## src/rtl/count_arb_pkg.sv

```systemverilog
// Shared types and defaults for the counting arbiter controller.
package count_arb_pkg;

  localparam int unsigned DefaultWidth = 4;

  typedef enum logic [1:0] {
    StIdle  = 2'd0,
    StCount = 2'd1,
    StDone  = 2'd2
  } state_e;

endpackage

```

## src/rtl/rr_arb2.sv

```systemverilog
// Two-way round-robin arbiter: on a tie, the requester that did not win last time is granted.
module rr_arb2 (
  input  logic [1:0] req_i,
  input  logic       last_i,
  output logic [1:0] gnt_o
);

  always_comb begin
    gnt_o = 2'b00;
    unique case (req_i)
      2'b01:   gnt_o = 2'b01;
      2'b10:   gnt_o = 2'b10;
      2'b11:   gnt_o = last_i ? 2'b01 : 2'b10;
      default: gnt_o = 2'b00;
    endcase
  end

endmodule

```

## src/rtl/count_arb_ctrl.sv

```systemverilog
// Arbitrates two requesters and runs a shared counter up to the winner's latched target.
module count_arb_ctrl
  import count_arb_pkg::*;
#(
  parameter int unsigned WIDTH = DefaultWidth
) (
  input  logic             clk,
  input  logic             rst,
  input  logic [1:0]       req,
  input  logic [WIDTH-1:0] tgt0,
  input  logic [WIDTH-1:0] tgt1,
  input  logic             abort,
  output logic [1:0]       gnt,
  output logic             busy,
  output logic [WIDTH-1:0] q,
  output logic             done,
  output logic             done_id
);

  state_e           state_q, state_d;
  logic [WIDTH-1:0] q_q, q_d;
  logic [WIDTH-1:0] tgt_q, tgt_d;
  logic [1:0]       gnt_q, gnt_d;
  logic             last_q, last_d;
  logic             busy_q, busy_d;
  logic             done_q, done_d;
  logic             done_id_q, done_id_d;
  logic [1:0]       arb_gnt;

  rr_arb2 u_arb (
    .req_i  (req),
    .last_i (last_q),
    .gnt_o  (arb_gnt)
  );

  always_comb begin
    state_d   = state_q;
    q_d       = q_q;
    tgt_d     = tgt_q;
    gnt_d     = gnt_q;
    last_d    = last_q;
    busy_d    = busy_q;
    done_d    = 1'b0;
    done_id_d = 1'b0;

    unique case (state_q)
      StIdle: begin
        q_d    = '0;
        gnt_d  = 2'b00;
        busy_d = 1'b0;
        if (|req) begin
          state_d = StCount;
          gnt_d   = arb_gnt;
          last_d  = arb_gnt[1];
          tgt_d   = arb_gnt[1] ? tgt1 : tgt0;
          busy_d  = 1'b1;
        end
      end
      StCount: begin
        // Abort or loss of the granted request wins over reaching the target.
        if (abort || ((req & gnt_q) == 2'b00)) begin
          state_d = StIdle;
          q_d     = '0;
          gnt_d   = 2'b00;
          busy_d  = 1'b0;
        end else if (q_q == tgt_q) begin
          state_d   = StDone;
          done_d    = 1'b1;
          done_id_d = gnt_q[1];
        end else begin
          q_d = q_q + WIDTH'(1);
        end
      end
      StDone: begin
        state_d = StIdle;
        q_d     = '0;
        gnt_d   = 2'b00;
        busy_d  = 1'b0;
      end
      default: begin
        state_d = StIdle;
        q_d     = '0;
        gnt_d   = 2'b00;
        busy_d  = 1'b0;
      end
    endcase
  end

  always_ff @(posedge clk or posedge rst) begin
    if (rst) begin
      state_q   <= StIdle;
      q_q       <= '0;
      tgt_q     <= '0;
      gnt_q     <= 2'b00;
      last_q    <= 1'b1;
      busy_q    <= 1'b0;
      done_q    <= 1'b0;
      done_id_q <= 1'b0;
    end else begin
      state_q   <= state_d;
      q_q       <= q_d;
      tgt_q     <= tgt_d;
      gnt_q     <= gnt_d;
      last_q    <= last_d;
      busy_q    <= busy_d;
      done_q    <= done_d;
      done_id_q <= done_id_d;
    end
  end

  assign gnt     = gnt_q;
  assign busy    = busy_q;
  assign q       = q_q;
  assign done    = done_q;
  assign done_id = done_id_q;

endmodule

```

## config.mk

```make
export PLATFORM = sky130hd
export DESIGN_NAME = count_arb_ctrl
export DESIGN_NICKNAME = d
export VERILOG_FILES = /design/src/rtl/count_arb_pkg.sv /design/src/rtl/rr_arb2.sv /design/src/rtl/count_arb_ctrl.sv
export SDC_FILE = /design/constraint.sdc
export NUM_CORES = 1
export LEC_CHECK = 0
export BUFFER_PORTS_ARGS = -buffer_cell sky130_fd_sc_hd__buf_2
export CAP_MARGIN = 20
export CORE_MARGIN = 2
export CORE_UTILIZATION = 30
export CTS_CLUSTER_DIAMETER = 150
export DETAILED_ROUTE_END_ITERATION = 12
export PLACE_DENSITY = 0.51
export SLEW_MARGIN = 20
export SYNTH_ARGS = -nofsm -noshare
export SYNTH_HDL_FRONTEND = slang
export SYNTH_SLANG_ARGS = --single-unit
```

## constraint.sdc

```tcl
create_clock -name clk -period 3.5 [get_ports clk]
set_input_delay 0.175 -clock clk [delete_from_list [all_inputs] [get_ports clk]]
set_output_delay 0.175 -clock clk [all_outputs]
set_load 0.05 [all_outputs]
```

# [After elaboration in Yosys (flattened, before gate mapping)]
# Cells that the tools add are included.
[word_totals] reg_bits=16 input_bits=13 out_inout_bits=9 wordCells=47
[classes] n_addsub=1 n_eq_ne=9 n_mux=22 n_bitwise=1 reduce_logical=6
[ops] cell="$mux W4" count=4
[ops] cell="$mux W2" count=6
[ops] cell="$mux W1" count=8
[ops] cell="$pmux W2 S2" count=2
[ops] cell="$ne A3 B3 Y1 const B" count=2
[ops] cell="$pmux W2 S3" count=1
[ops] cell="$add A4 B1 Y4 const B" count=1
[ops] cell="$eq A2 B1 Y1 const B" count=2
[ops] cell="$eq A2 B2 Y1 const B" count=2
[ops] cell="$eq A4 B4 Y1" count=1
[ops] cell="$logic_not A2 Y1" count=2
[ops] cell="$ne A2 B2 Y1 const B" count=2
[ops] cell="$reduce_and A2 Y1" count=2
[ops] cell="$and A2 B2 Y2" count=1
[ops] cell="$pmux W1 S2" count=1
[ops] cell="$reduce_or A2 Y1" count=1
[ops] cell="$logic_or A1 B1 Y1" count=1

# [Depth between registers and ports, before layout]
[depth] ltp_word=5 ltp_mapped=4 ltp_nobuf=4

# [Modules after synthesis]
# From an unflattened synthesis, not the netlist that was laid out.
[unflattened] hier_cells=68 hier_area_um2=744.5
[by_module_without_submodules] module="count_arb_ctrl" instances=1 cells_each=65 area_per_inst_um2=725.7 seq_area_each_um2=401.6
[by_module_without_submodules] module="rr_arb2" instances=1 cells_each=3 area_per_inst_um2=18.8 seq_area_each_um2=0.0

# [Least setup slack after synthesis]
# No wires, ideal clock.
[synth_timing] kind="flip-flop to flip-flop" from="reg q_q[1] (netlist: q[1])" to="reg q_q[1] (netlist: q[1])" setup_time_ps=120 arrival_time_ps=1580 t_required_ps=3380 setup_slack_ps=1800 stages_incl_launch_ff=5 path_buffers=0 period_less_slack_ps=1700 path_cell_list="dfrtp_1 > xor2_1 > nor4_4 > mux2i_1 > nor2_1"
[synth_via] elab_chain_cells=4 elab_cells_between_ends=6 cone_classes="1 x add/sub; 2 x eq/ne; 3 x mux"
[synth_lines] item="start, declared" line_no="count_arb_ctrl.sv:21" source="logic [WIDTH-1:0] q_q, q_d;"
[synth_lines] item="start signal, assigned" line_no="count_arb_ctrl.sv:101" source="q_q <= q_d;"
[synth_lines] item="$add A4 B1 Y4" line_no="count_arb_ctrl.sv:71" source="q_d = q_q + WIDTH'(1);"
[synth_lines] item="$mux W4" line_no="count_arb_ctrl.sv:66" source="end else if (q_q == tgt_q) begin"
[synth_lines] item="$mux W4" line_no="count_arb_ctrl.sv:61" source="if (abort || ((req & gnt_q) == 2'b00)) begin"
[synth_lines] item="$mux W4" line_no="count_arb_ctrl.sv:46" source="unique case (state_q)"
# Parallel ways exist; a longest one is shown, timed or not. The select of a mux whose other input is x is not followed.
# A chain may end at the register's enable or synchronous reset.

# [Worst setup path after layout]
[layout_timing] from="reg q_q[0] (netlist: q[0])" to="reg q_q[1] (netlist: q[1])"
# Same word-level chain as after synthesis.

==> metrics.txt <==
total setup buffers inserted after CTS 0; Routed wire per std cell 12.0 um; Avg Vias per Cell 4.77; count of flip-flops with a built-in enable after synthesis 0; post-cts gate resize count 0; initial drt markers 8; aggregate routed wire length 1490 um; layout cell share with drive strength beyond 1 29.2%; Tcrit/Tclk final 43.6%; number of distinct library cells after synthesis 23; Post-synth top flop dfrtp_1; path class of the lowest-slack min-delay path in -> reg; router iterations before antenna repair 4; GRT overflow 0; row count 17; antenna viol nets, final 0; net switching power of the design 0.190 mW; worst clock skew 0.00131 ns; number of primary I/O pins 22; number of buffers added by the clock tree synthesis step 3; proportion of power drawn by flip-flops and latches 49.3%; buffer levels on the longest clock path 2; synthesized instance count 70; r2r setup slk 1.97 ns; Slew headroom 60.8%; overall routing resource usage 12.4%; Synth Area per Inst 10.5 sq um; switching share of total power 36.8%; endpoint arrival time on the critical path 1.72 ns; Warnings, synthesis 0; Syn-to-layout area delta 24.0%; combined flip-flop and latch cell area 402 sq um; total of fill cells in the finished design 245; highest ir drop seen on vdd 220 uV; unrepaired setup endpoints after global routing no; number of diodes 0; Tightest Pin Transition 0.588 ns; share of Yosys cell area claimed by the top area cell type 51.1%; largest net degree at the start of global routing 17; Post-Syn Area 734 sq um; CP startpoint kind flip-flop; initial antenna violation count 0; Max H-tree Level 1; cell area power density 565 mW/mm^2; final instance area 911 sq um; Post-Route Hold Slack 0.114 ns; number of hold-repair buffers added at the cts stage 1; total of flip-flops plus latches after synthesis 16; number of input and output port buffers inserted 21; final-layout setup total negative slack 0 ns; Maximum Capacitance Violations 0; number of pins with negative max-slew slack in the final report 0; area of the placeable core 0.00225 sq mm; category of the critical setup timing path reg -> reg; Leakage 0.449 nW; full die area 0.00286 sq mm; Comb pwr share 30.6%; largest fanout of any net on the critical path 10; placed cell area 875 sq um; CP endpoint kind flip-flop; run status finished clean; Routability Congestion 0.741; Final Hold Fails 0; Clock Power Share 20.1%; area of combinational cells with multiple inputs 325 sq um; CTS root buf clkbuf_4; number of clock sinks 16; required arrival time at the worst endpoint 3.69 ns; starting density of the core 32.6%; Layout Utilization 40.4%; syn_nets 84; overall die height 53.5 um; net total in the final layout 111; vias in the first global route 576; time the worst path needs with I/O delays and setup 1.53 ns; largest area contributor in the synthesized netlist dfrtp_1; horizontal die dimension 53.5 um; global-route wire length before repair 2420 um; Clk pin slew, worst setup/hold paths 0.09 ns; maximum operating frequency 655 MHz; cell internal pwr 0.325 mW; clock tree from TritonCTS built; Async S/R FF share, synth 100%; vias post-DR 591; DRC violations left 0; clock latency at the later pin of the worst-skew pair 0.29 ns; final setup vio count 0; register area share after synthesis 54.7%; largest cells by area after synthesis dfrtp_1 (51%), xor2_1 (6.0%), nor2_1 (4.6%)
[cell families after synthesis]
| group | synth area share (%) |
|---|---|
| buffers and inverters | 1.02 |
| xor gates and xnor gates | 5.96 |
| adders and majority gates | 1.70 |
| AOI/OAI and AO/OA | 12.6 |
| muxes | 1.36 |
| DFF | 54.7 |
| and+or+nand+nor | 22.7 |
[per-layer routing]
layer	part of all wire (%)	track usage, %
met1	47	14.9
met2	44	18.7
met3	5.9	4.52
met4	2.8	7.69
met5	0	0
[area by class of cell]
type / instances / area share (%)
Clock buffer: 4 / 2.88
Inverter: 2 / 0.824
Multi-Input combinational cell: 52 / 35.7
Sequential cell: 16 / 44.1
Tap cell: 28 / 3.85
Timing Repair Buffer: 22 / 12.6
[per-stage QoR]
stage | worst slack (ns) | std cells | power (mW)
final | 1.97 | 124 | 0.515
after global routing | 1.79 | 124 | 0.550
after detailed placement | 1.96 | 119 | 0.416
after floorplan | 1.80 | 70 | 0.375
after CTS | 1.94 | 124 | 0.524
after global placement | 2.02 | 119 | 0.413
[sequential cells by signal, summed over array words and instances (netlist names)]
register	count
q	4
tgt_q	4
gnt	2
state_q	2
busy	1
done	1
done_id	1
last_q	1
[Yosys cell counts, types with 2 or more instances]
cell type  count
nand3_1        3
nor2_1         9
or3_1          2
xor2_1         5
o22ai_1        3
and2_1         2
o21ai_0        4
dfrtp_1       15
a21oi_1        5
inv_1          2
nand2_1        8
[power groups by stage]
stage	Sequential, mW	Combinational, mW	Clock (mW)
floorplan	0.284	0.0918	0
CTS	0.254	0.160	0.110
global route	0.260	0.174	0.116
global placement	0.256	0.157	0
detailed placement	0.258	0.158	0
finish	0.254	0.158	0.103
[final timing paths]
kind / startpoint / end / depth (start not counted)
max: q[0] / q[1] / 4
min: req[0] / last_q / 2
max reg2reg: q[0] / q[1] / 4
min reg2reg: busy / busy / 2
max in group asynchronous: rst / state_q[0] / 3
min in group asynchronous: rst / q[2] / 3
[cells in the final DEF, fill, tap and decap left out]
cell            n
clkbuf_4        3
xor2_1          5
a31oi_1         1
o22ai_1         3
a22oi_1         1
nor2_1          9
nand2_1         8
and2_1          2
or4b_4          1
ha_1            1
dlygate4sd3_1   1
o21ai_0         4
nand2b_1        1
a21oi_1         5
o31ai_1         1
and3_1          1
o21a_1          1
nor4b_2         1
nand3_1         3
dfrtp_1        15
inv_1           2
clkbuf_1        1
dfstp_2         1
mux2i_1         1
buf_2          21
or3_1           2
nor4_4          1
[worst max-delay path, cell delays in order (launching register included)]
cell	delay, ns
dfrtp_1	0.46
xor2_1	0.19
nor4_4	0.49
mux2i_1	0.23
nor2_1	0.05
No activity file was read; power rests on OpenSTA's default activity.
